===== config.mk =====
export PLATFORM = sky130hd
export DESIGN_NAME = mem_port_arbiter_flat
export DESIGN_NICKNAME = d
export VERILOG_FILES = /design/src/rtl/mem_port_arbiter_if.sv /design/src/rtl/mem_port_arbiter.sv /design/src/flat_wrapper.sv
export SDC_FILE = /design/constraint.sdc
export NUM_CORES = 1
export LEC_CHECK = 0
export BUFFER_PORTS_ARGS = -buffer_cell sky130_fd_sc_hd__buf_2
export CORE_MARGIN = 1.5
export CORE_UTILIZATION = 40
export DETAILED_ROUTE_END_ITERATION = 10
export GPL_ROUTABILITY_DRIVEN = 0
export PLACE_DENSITY = 0.75
export RECOVER_POWER = 50
export SYNTH_ARGS = -nofsm -noshare
export SYNTH_HDL_FRONTEND = slang
export SYNTH_SLANG_ARGS = --single-unit

===== constraint.sdc =====
create_clock -name clk -period 2 [get_ports clk]
set_clock_uncertainty 0.1 [all_clocks]
set_input_delay 0 -clock clk [delete_from_list [all_inputs] [get_ports clk]]
set_output_delay 0 -clock clk [all_outputs]
set_load 0.005 [all_outputs]

===== src/rtl/mem_port_arbiter_if.sv =====
// Bundle of the fetch, load/store and memory-port signals around mem_port_arbiter.
// Handshakes: a requester holds req and its fields stable until the cycle gnt is high;
// mem_req holds with stable fields until the cycle mem_ready is high; valid is a one-cycle pulse.
interface mem_port_arbiter_if #(
    parameter int ADDR_W = 32,
    parameter int DATA_W = 32
);
    logic                i_req;
    logic [ADDR_W-1:0]   i_addr;
    logic                i_gnt;
    logic                i_valid;
    logic [DATA_W-1:0]   i_rdata;

    logic                d_req;
    logic                d_we;
    logic [ADDR_W-1:0]   d_addr;
    logic [DATA_W-1:0]   d_wdata;
    logic [DATA_W/8-1:0] d_be;
    logic                d_gnt;
    logic                d_valid;
    logic [DATA_W-1:0]   d_rdata;

    logic                mem_req;
    logic                mem_we;
    logic [ADDR_W-1:0]   mem_addr;
    logic [DATA_W-1:0]   mem_wdata;
    logic [DATA_W/8-1:0] mem_be;
    logic                mem_ready;
    logic [DATA_W-1:0]   mem_rdata;

    // Arbiter view: serves requesters and masters the memory port.
    modport master (
        input  i_req, i_addr, d_req, d_we, d_addr, d_wdata, d_be, mem_ready, mem_rdata,
        output i_gnt, i_valid, i_rdata, d_gnt, d_valid, d_rdata,
        output mem_req, mem_we, mem_addr, mem_wdata, mem_be
    );

    // Environment view: requesters plus memory model.
    modport slave (
        output i_req, i_addr, d_req, d_we, d_addr, d_wdata, d_be, mem_ready, mem_rdata,
        input  i_gnt, i_valid, i_rdata, d_gnt, d_valid, d_rdata,
        input  mem_req, mem_we, mem_addr, mem_wdata, mem_be
    );
endinterface


===== src/rtl/mem_port_arbiter.sv =====
// Single-outstanding arbiter sharing one memory port between fetch and load/store.
// Define ARB_ROUND_ROBIN_EN for round-robin on simultaneous requests; default is data priority.
module mem_port_arbiter #(
    parameter int ADDR_W = 32,
    parameter int DATA_W = 32
) (
    input  logic                 clk,
    input  logic                 rst_n,
    mem_port_arbiter_if.master   bus,
    output logic [1:0]           dbg_state
);
    localparam int BE_W = DATA_W / 8;

    typedef enum logic [1:0] {
        IDLE  = 2'd0,
        IBUSY = 2'd1,
        DBUSY = 2'd2
    } state_t;

    state_t            state;
    state_t            next_state;
    logic              pick_d;
    logic              i_gnt;
    logic              d_gnt;
    logic              mem_req;
    logic              we_q;
    logic [ADDR_W-1:0] addr_q;
    logic [DATA_W-1:0] wdata_q;
    logic [BE_W-1:0]   be_q;
    logic              i_valid_q;
    logic              d_valid_q;
    logic [DATA_W-1:0] i_rdata_q;
    logic [DATA_W-1:0] d_rdata_q;

`ifdef ARB_ROUND_ROBIN_EN
    // Remembers whether data won the last grant; starts as data so fetch wins the first tie.
    logic last_d;

    always_ff @(posedge clk or negedge rst_n) begin
        if (!rst_n)     last_d <= 1'b1;
        else if (i_gnt) last_d <= 1'b0;
        else if (d_gnt) last_d <= 1'b1;
    end

    assign pick_d = bus.d_req & (~bus.i_req | ~last_d);
`else
    assign pick_d = bus.d_req;
`endif

    always_ff @(posedge clk or negedge rst_n) begin
        if (!rst_n) state <= IDLE;
        else        state <= next_state;
    end

    always_comb begin
        next_state = state;
        case (state)
            IDLE: begin
                if (d_gnt)      next_state = DBUSY;
                else if (i_gnt) next_state = IBUSY;
            end
            IBUSY, DBUSY: if (bus.mem_ready) next_state = IDLE;
            default:      next_state = IDLE;
        endcase
    end

    always_comb begin
        i_gnt   = 1'b0;
        d_gnt   = 1'b0;
        mem_req = 1'b0;
        if (state == IDLE) begin
            d_gnt = pick_d;
            i_gnt = bus.i_req & ~pick_d;
        end else begin
            mem_req = 1'b1;
        end
    end

    // Request fields are captured only on a grant, so they stay stable for the whole busy phase.
    always_ff @(posedge clk or negedge rst_n) begin
        if (!rst_n) begin
            we_q    <= 1'b0;
            addr_q  <= '0;
            wdata_q <= '0;
            be_q    <= '0;
        end else if (d_gnt) begin
            we_q    <= bus.d_we;
            addr_q  <= bus.d_addr;
            wdata_q <= bus.d_wdata;
            be_q    <= bus.d_be;
        end else if (i_gnt) begin
            we_q    <= 1'b0;
            addr_q  <= bus.i_addr;
            wdata_q <= '0;
            be_q    <= '1;
        end
    end

    always_ff @(posedge clk or negedge rst_n) begin
        if (!rst_n) begin
            i_valid_q <= 1'b0;
            d_valid_q <= 1'b0;
            i_rdata_q <= '0;
            d_rdata_q <= '0;
        end else begin
            i_valid_q <= (state == IBUSY) && bus.mem_ready;
            d_valid_q <= (state == DBUSY) && bus.mem_ready;
            if ((state == IBUSY) && bus.mem_ready) i_rdata_q <= bus.mem_rdata;
            if ((state == DBUSY) && bus.mem_ready) d_rdata_q <= bus.mem_rdata;
        end
    end

    assign bus.i_gnt     = i_gnt;
    assign bus.d_gnt     = d_gnt;
    assign bus.mem_req   = mem_req;
    assign bus.mem_we    = we_q;
    assign bus.mem_addr  = addr_q;
    assign bus.mem_wdata = wdata_q;
    assign bus.mem_be    = be_q;
    assign bus.i_valid   = i_valid_q;
    assign bus.d_valid   = d_valid_q;
    assign bus.i_rdata   = i_rdata_q;
    assign bus.d_rdata   = d_rdata_q;
    assign dbg_state     = state;
endmodule


===== src/flat_wrapper.sv =====
// flat-port wrapper written by rule: the top's interface ports become plain ports
module mem_port_arbiter_flat 
#(
    parameter int ADDR_W = 32,
    parameter int DATA_W = 32
)
  (clk, rst_n, dbg_state, bus_i_req, bus_i_addr, bus_d_req, bus_d_we, bus_d_addr, bus_d_wdata, bus_d_be, bus_mem_ready, bus_mem_rdata, bus_i_gnt, bus_i_valid, bus_i_rdata, bus_d_gnt, bus_d_valid, bus_d_rdata, bus_mem_req, bus_mem_we, bus_mem_addr, bus_mem_wdata, bus_mem_be);
  mem_port_arbiter_if #(.ADDR_W(ADDR_W), .DATA_W(DATA_W)) bus_i ();
  input  logic clk;
  input  logic rst_n;
  output logic [1:0] dbg_state;
  input wire logic [$bits(bus_i.i_req)-1:0] bus_i_req;
  input wire logic [$bits(bus_i.i_addr)-1:0] bus_i_addr;
  input wire logic [$bits(bus_i.d_req)-1:0] bus_d_req;
  input wire logic [$bits(bus_i.d_we)-1:0] bus_d_we;
  input wire logic [$bits(bus_i.d_addr)-1:0] bus_d_addr;
  input wire logic [$bits(bus_i.d_wdata)-1:0] bus_d_wdata;
  input wire logic [$bits(bus_i.d_be)-1:0] bus_d_be;
  input wire logic [$bits(bus_i.mem_ready)-1:0] bus_mem_ready;
  input wire logic [$bits(bus_i.mem_rdata)-1:0] bus_mem_rdata;
  output wire logic [$bits(bus_i.i_gnt)-1:0] bus_i_gnt;
  output wire logic [$bits(bus_i.i_valid)-1:0] bus_i_valid;
  output wire logic [$bits(bus_i.i_rdata)-1:0] bus_i_rdata;
  output wire logic [$bits(bus_i.d_gnt)-1:0] bus_d_gnt;
  output wire logic [$bits(bus_i.d_valid)-1:0] bus_d_valid;
  output wire logic [$bits(bus_i.d_rdata)-1:0] bus_d_rdata;
  output wire logic [$bits(bus_i.mem_req)-1:0] bus_mem_req;
  output wire logic [$bits(bus_i.mem_we)-1:0] bus_mem_we;
  output wire logic [$bits(bus_i.mem_addr)-1:0] bus_mem_addr;
  output wire logic [$bits(bus_i.mem_wdata)-1:0] bus_mem_wdata;
  output wire logic [$bits(bus_i.mem_be)-1:0] bus_mem_be;
  assign bus_i.i_req = bus_i_req;
  assign bus_i.i_addr = bus_i_addr;
  assign bus_i.d_req = bus_d_req;
  assign bus_i.d_we = bus_d_we;
  assign bus_i.d_addr = bus_d_addr;
  assign bus_i.d_wdata = bus_d_wdata;
  assign bus_i.d_be = bus_d_be;
  assign bus_i.mem_ready = bus_mem_ready;
  assign bus_i.mem_rdata = bus_mem_rdata;
  assign bus_i_gnt = bus_i.i_gnt;
  assign bus_i_valid = bus_i.i_valid;
  assign bus_i_rdata = bus_i.i_rdata;
  assign bus_d_gnt = bus_i.d_gnt;
  assign bus_d_valid = bus_i.d_valid;
  assign bus_d_rdata = bus_i.d_rdata;
  assign bus_mem_req = bus_i.mem_req;
  assign bus_mem_we = bus_i.mem_we;
  assign bus_mem_addr = bus_i.mem_addr;
  assign bus_mem_wdata = bus_i.mem_wdata;
  assign bus_mem_be = bus_i.mem_be;
  mem_port_arbiter #(.ADDR_W(ADDR_W), .DATA_W(DATA_W)) u_core (.clk(clk), .rst_n(rst_n), .bus(bus_i), .dbg_state(dbg_state));
endmodule

Yosys cells after proc, flatten, opt, wreduce, memory -nomap -nowiden --
Cells that the tools add are included.
Storage, ports and cells: bits of input ports 138, logic and storage cells 36, flip-flop bits (word level) 137, output and inout port bits 140
Operators by class: muxes and demuxes 15, equality and inequality tests 4, reductions and logical operators 6, bitwise operators 2
Operators with widths (count):
- $mux W32 | 4
- $mux W4 | 2
- $mux W2 | 3
- $mux W1 | 5
- $pmux W2 S2 | 1
- $ne A3 B3 Y1 const B | 1
- $eq A2 B1 Y1 const B | 1
- $eq A2 B2 Y1 const B | 1
- $logic_and A1 B1 Y1 | 2
- $logic_not A2 Y1 | 1
- $ne A2 B2 Y1 const B | 1
- $reduce_and A2 Y1 | 1
- $reduce_bool A2 Y1 | 1
- $reduce_or A2 Y1 | 1
- $and A1 B1 Y1 | 1
- $not A1 Y1 | 1

Logic depth before layout (Yosys ltp) --
word-level depth 6, gate-level depth with buffers 8, mapped depth without buffers 5

Worst setup path after synthesis --
No wires, ideal clock.
path kind flip-flop to flip-flop, start point reg u_core.state[0] (netlist: u_core.dbg_state[0]), end point reg u_core.addr_q[10] (netlist: u_core.bus.mem_addr[10]), stages on the path, launching flop included 9, path buffers 3, path slack 0.472 ns, library setup time 0.137 ns, required time 1.763 ns, data arrival time 1.291 ns, clock period less this slack 1.528 ns, cell sequence dfrtp_1 inv_1 ha_1 buf_4 o21a_1 buf_4 buf_6 nor2_1 a21oi_1
On the way: longest elaborated chain between the ends 3, elaborated cells between the ends (all ways) 5, classes of those cells mux: 3; reduce/logical: 2
RTL lines:
- from (decl) | RTL line mem_port_arbiter.sv:20 | state_t state;
- from (signal assigned) | RTL line mem_port_arbiter.sv:52 | else state <= next_state;
- $logic_not A2 Y1 * | RTL line mem_port_arbiter.sv:71 | if (state == IDLE) begin
- $mux W1 | RTL line mem_port_arbiter.sv:71
- $mux W32 / $reduce_bool A2 Y1 (equally long branches)
- to (signal assigned) | RTL line mem_port_arbiter.sv:88 | addr_q <= bus.d_addr;
- to (signal assigned) | RTL line mem_port_arbiter.sv:93 | addr_q <= bus.i_addr;
- to (decl) | RTL line mem_port_arbiter.sv:27 | logic [ADDR_W-1:0] addr_q;
Every way passes the cells marked *; elsewhere a longest branch is shown, timed or not. A chain may end at the register's enable or synchronous reset.

Final worst setup path --
start point reg u_core.state[0] (netlist: u_core.dbg_state[0]), end point reg u_core.state[0] (netlist: u_core.dbg_state[0])
On the way: longest elaborated chain between the ends 4, elaborated cells between the ends (all ways) 11, classes of those cells eq/ne: 4; mux: 4; reduce/logical: 3
RTL lines:
- $eq A2 B2 Y1, or another cell as far along | RTL line mem_port_arbiter.sv:57 | case (state)
- $reduce_or A2 Y1 / $mux W1 (equally long branches) | RTL line mem_port_arbiter.sv:57, mem_port_arbiter.sv:71
- $ne A2 B2 Y1 (no line), or another cell as far along
- $reduce_and A2 Y1 (no line) / $pmux W2 S2 (equally long branches)
Several ways; a longest one is shown, not always the timed one.

==> reports/qor.yml <==
run_status:
  status: "finished, final reports clean"
worst_setup_path:
  end_kind: "register"
  startpoint_type: "register"
  required_ns: 2.19
  critPathMaxFanout: 4
  cp_data_arrival_time_ns: 2.07
  crit_type: "reg -> reg"
place:
  dpl_cell_area_sq_um: 6830
  dp_hpwl_mm: 9.57
  io_buffers: 277
  pre_cts_ws_ns: 0.199
floorplanning:
  die_width_um: 118
  start_util_pct: 41.3
  rows: 41
  core-area_sq_um: 12800
  fp.dieH_um: 118
  dieArea_sq_um: 13900
  ios: 278
grt:
  grt_max_degree: 138
  grtUsageMet3_pct: 7.36
  grt.busiest_layer: "met2"
  overflow: 0
  antenna_found_initial: 0
  grtUsageMet1_pct: 26.2
  grt.total_usage_pct: 24.7
  use_met2_pct: 44.1
  grt_pass1_wl_mm: 26.9
  grt_pass1_vias: 5431
drt:
  dr_total_vias: 4993
  wl_per_cell_um: 17.0
  wirelength_mm: 16.8
  drtPass1Iterations: 5
  drc: 0
  drt_iter0_drc: 271
  via_per_inst: 5.06
  ant_nets: 0
synth:
  syn-num-nets: 526
  async_reset_ff_share_pct: 100
  seq_area_frac_synth_pct: 64.9
  ys_ff_latch: 137
  yosysTopAreaCellShare_pct: 64.9
  synth_warnings: 0
  yosysTopAreaCell: "dfrtp_1"
  syn_area_per_cell_sq_um: 13.7
  synth_edf_count: 0
  synth.area.top_cells: "dfrtp_1 65%, mux2_2 14%, a22o_1 5.5%, o22ai_1 3.8%, a21oi_1 3.1%"
  synth_cell_types: 23
  netlist_area_sq_um: 5280
  synth_ff_type: "dfrtp_1"
  synthCells: 385
timing:
  setup_ws_ns: 0.123
  finalSetupViolCount: 0
  period_share_pct: 93.9
  slew_violations: 0
  tightest_slew_ns: 1.34
  hold_violations: 0
  period_minus_slack_ns: 1.88
  final.setup.tns_ns: 0
  maxSlewHeadroom_pct: 10.6
  fmax_mhz: 533
  rsz0062_at_grt: "false"
pwr:
  ir_drop_mv: 0.727
  power_density_nw_per_um2: 1410
  p_total_w: 0.0124
  p_leak_nw: 4.26
clocking:
  cts_buffer_depth: 2
  post_cts_buffers: 0
  clk_pin_slew_ns: 0.06
  htree_levels: 4
  cts_tree: "yes"
  cts_inserted_buffers: 17
  cts.sinks: 137
  insertion_delay_ns: 0.41
  clock-root-buffer: "clkbuf_16"
layout:
  num-nets-final: 943
  multi_input_area_sq_um: 1670
  final_common_cell: "buf_2"
  fillers: 865
  diodes: 0
  seqCellArea_sq_um: 3430
  area_delta_synth_final_pct: 66.8
  drive_above_1_share_pct: 42.1
  mostFrequentLayoutCells: "236 x buf_2, 139 x dlygate4sd3_1, 137 x dfrtp_1"
  final_cell_area_sq_um: 8810
worst_hold_path:
  holdCritPathClass: "in -> reg"
run:
  max_cap_viol_count: 0
## critical path, stage by stage, from the launching register on
cell	delay [ns]
dfrtp_1	0.40
inv_1	0.11
ha_4	0.27
nand2b_1	0.10
a21oi_1	0.16
a21oi_1	0.05
dlygate4sd3_1	0.56
## layer usage
layer / vias to the layer above / part of all wire (%)
li1: 2242 / -
met2: 257 / 52
met4: 0 / 4.3
met1: 2425 / 37
met3: 69 / 6.1
met5: - / 0
## path summary, 6_finish.rpt
kind / from / endpoint / slack (ns) / cells after the start
max: u_core.dbg_state[0] / u_core.dbg_state[0] / 0.12 / 6
min: bus_d_we / u_core.bus.mem_we / 0.25 / 3
max reg2reg: u_core.dbg_state[0] / u_core.dbg_state[0] / 0.12 / 6
min reg2reg: u_core.bus.mem_wdata[28] / u_core.bus.mem_wdata[28] / 0.39 / 1
max in group asynchronous: rst_n / u_core.bus.d_rdata[7] / 0.61 / 3
min in group asynchronous: rst_n / u_core.bus.mem_addr[24] / 0.31 / 3
## power by group
group	internal (W)	switching [W]
Sequential	0.00409	0.000743
Clock	0.00213	0.00114
Combinational	0.00230	0.00204
Total	0.00852	0.00392
## Yosys cell counts, types with 2 or more instances
| master | n |
|---|---|
| o22a_1 | 4 |
| nand2_1 | 2 |
| dfrtp_1 | 137 |
| buf_4 | 5 |
| nor2_1 | 33 |
| mux2_2 | 64 |
| nand2_2 | 2 |
| a22o_1 | 33 |
| clkbuf_1 | 5 |
| nand2b_1 | 3 |
| a21oi_1 | 33 |
| buf_6 | 6 |
| ha_1 | 3 |
| o22ai_1 | 32 |
| buf_2 | 10 |
| inv_1 | 6 |
## state kept, by name, indices dropped and copies added, names as in the netlist
name / count
u_core.bus.d_valid: 1
u_core.dbg_state: 2
u_core.bus.i_valid: 1
u_core.bus.d_rdata: 32
u_core.bus.mem_be: 4
u_core.bus.mem_addr: 32
u_core.bus.mem_wdata: 32
u_core.bus.mem_we: 1
u_core.bus.i_rdata: 32
## through the flow
| step | std cells | util (%) | hold WS, ns |
|---|---|---|---|
| floorplan | 385 | - | -0.396 |
| global placement | 816 | 53.5 | 0.0630 |
| detailed placement | 816 | 53.5 | 0.0807 |
| CTS | 987 | 69.3 | 0.179 |
| global route | 987 | 68.9 | 0.245 |
| finish | 987 | 68.9 | 0.246 |
## cell type report
| type | instances | share of cell area, % |
|---|---|---|
| Timing Repair Buffer | 424 | 32.3 |
| Tap cell | 172 | 2.44 |
| Sequential cell | 137 | 38.9 |
| Clock buffer | 22 | 5.16 |
| Clock inverter | 10 | 1.90 |
| Inverter | 7 | 0.298 |
| Multi-Input combinational cell | 215 | 18.9 |
## cell families after synthesis
logic type	after synthesis	share of synthesized area, %
compound gates	105	13.5
fa+ha+maj	3	0.711
buf+inv	33	3.79
flops	137	64.9
mux	64	13.6
simple gates	43	3.44
## timing repair
item	4_1_cts	5_1_grt
hold buffers	139	0
setup endpoints to repair	2	4
cloned	0	0
endpoints found under the hold margin	274	0
resized for setup	1	3
Power figures use the tool's default switching activity.
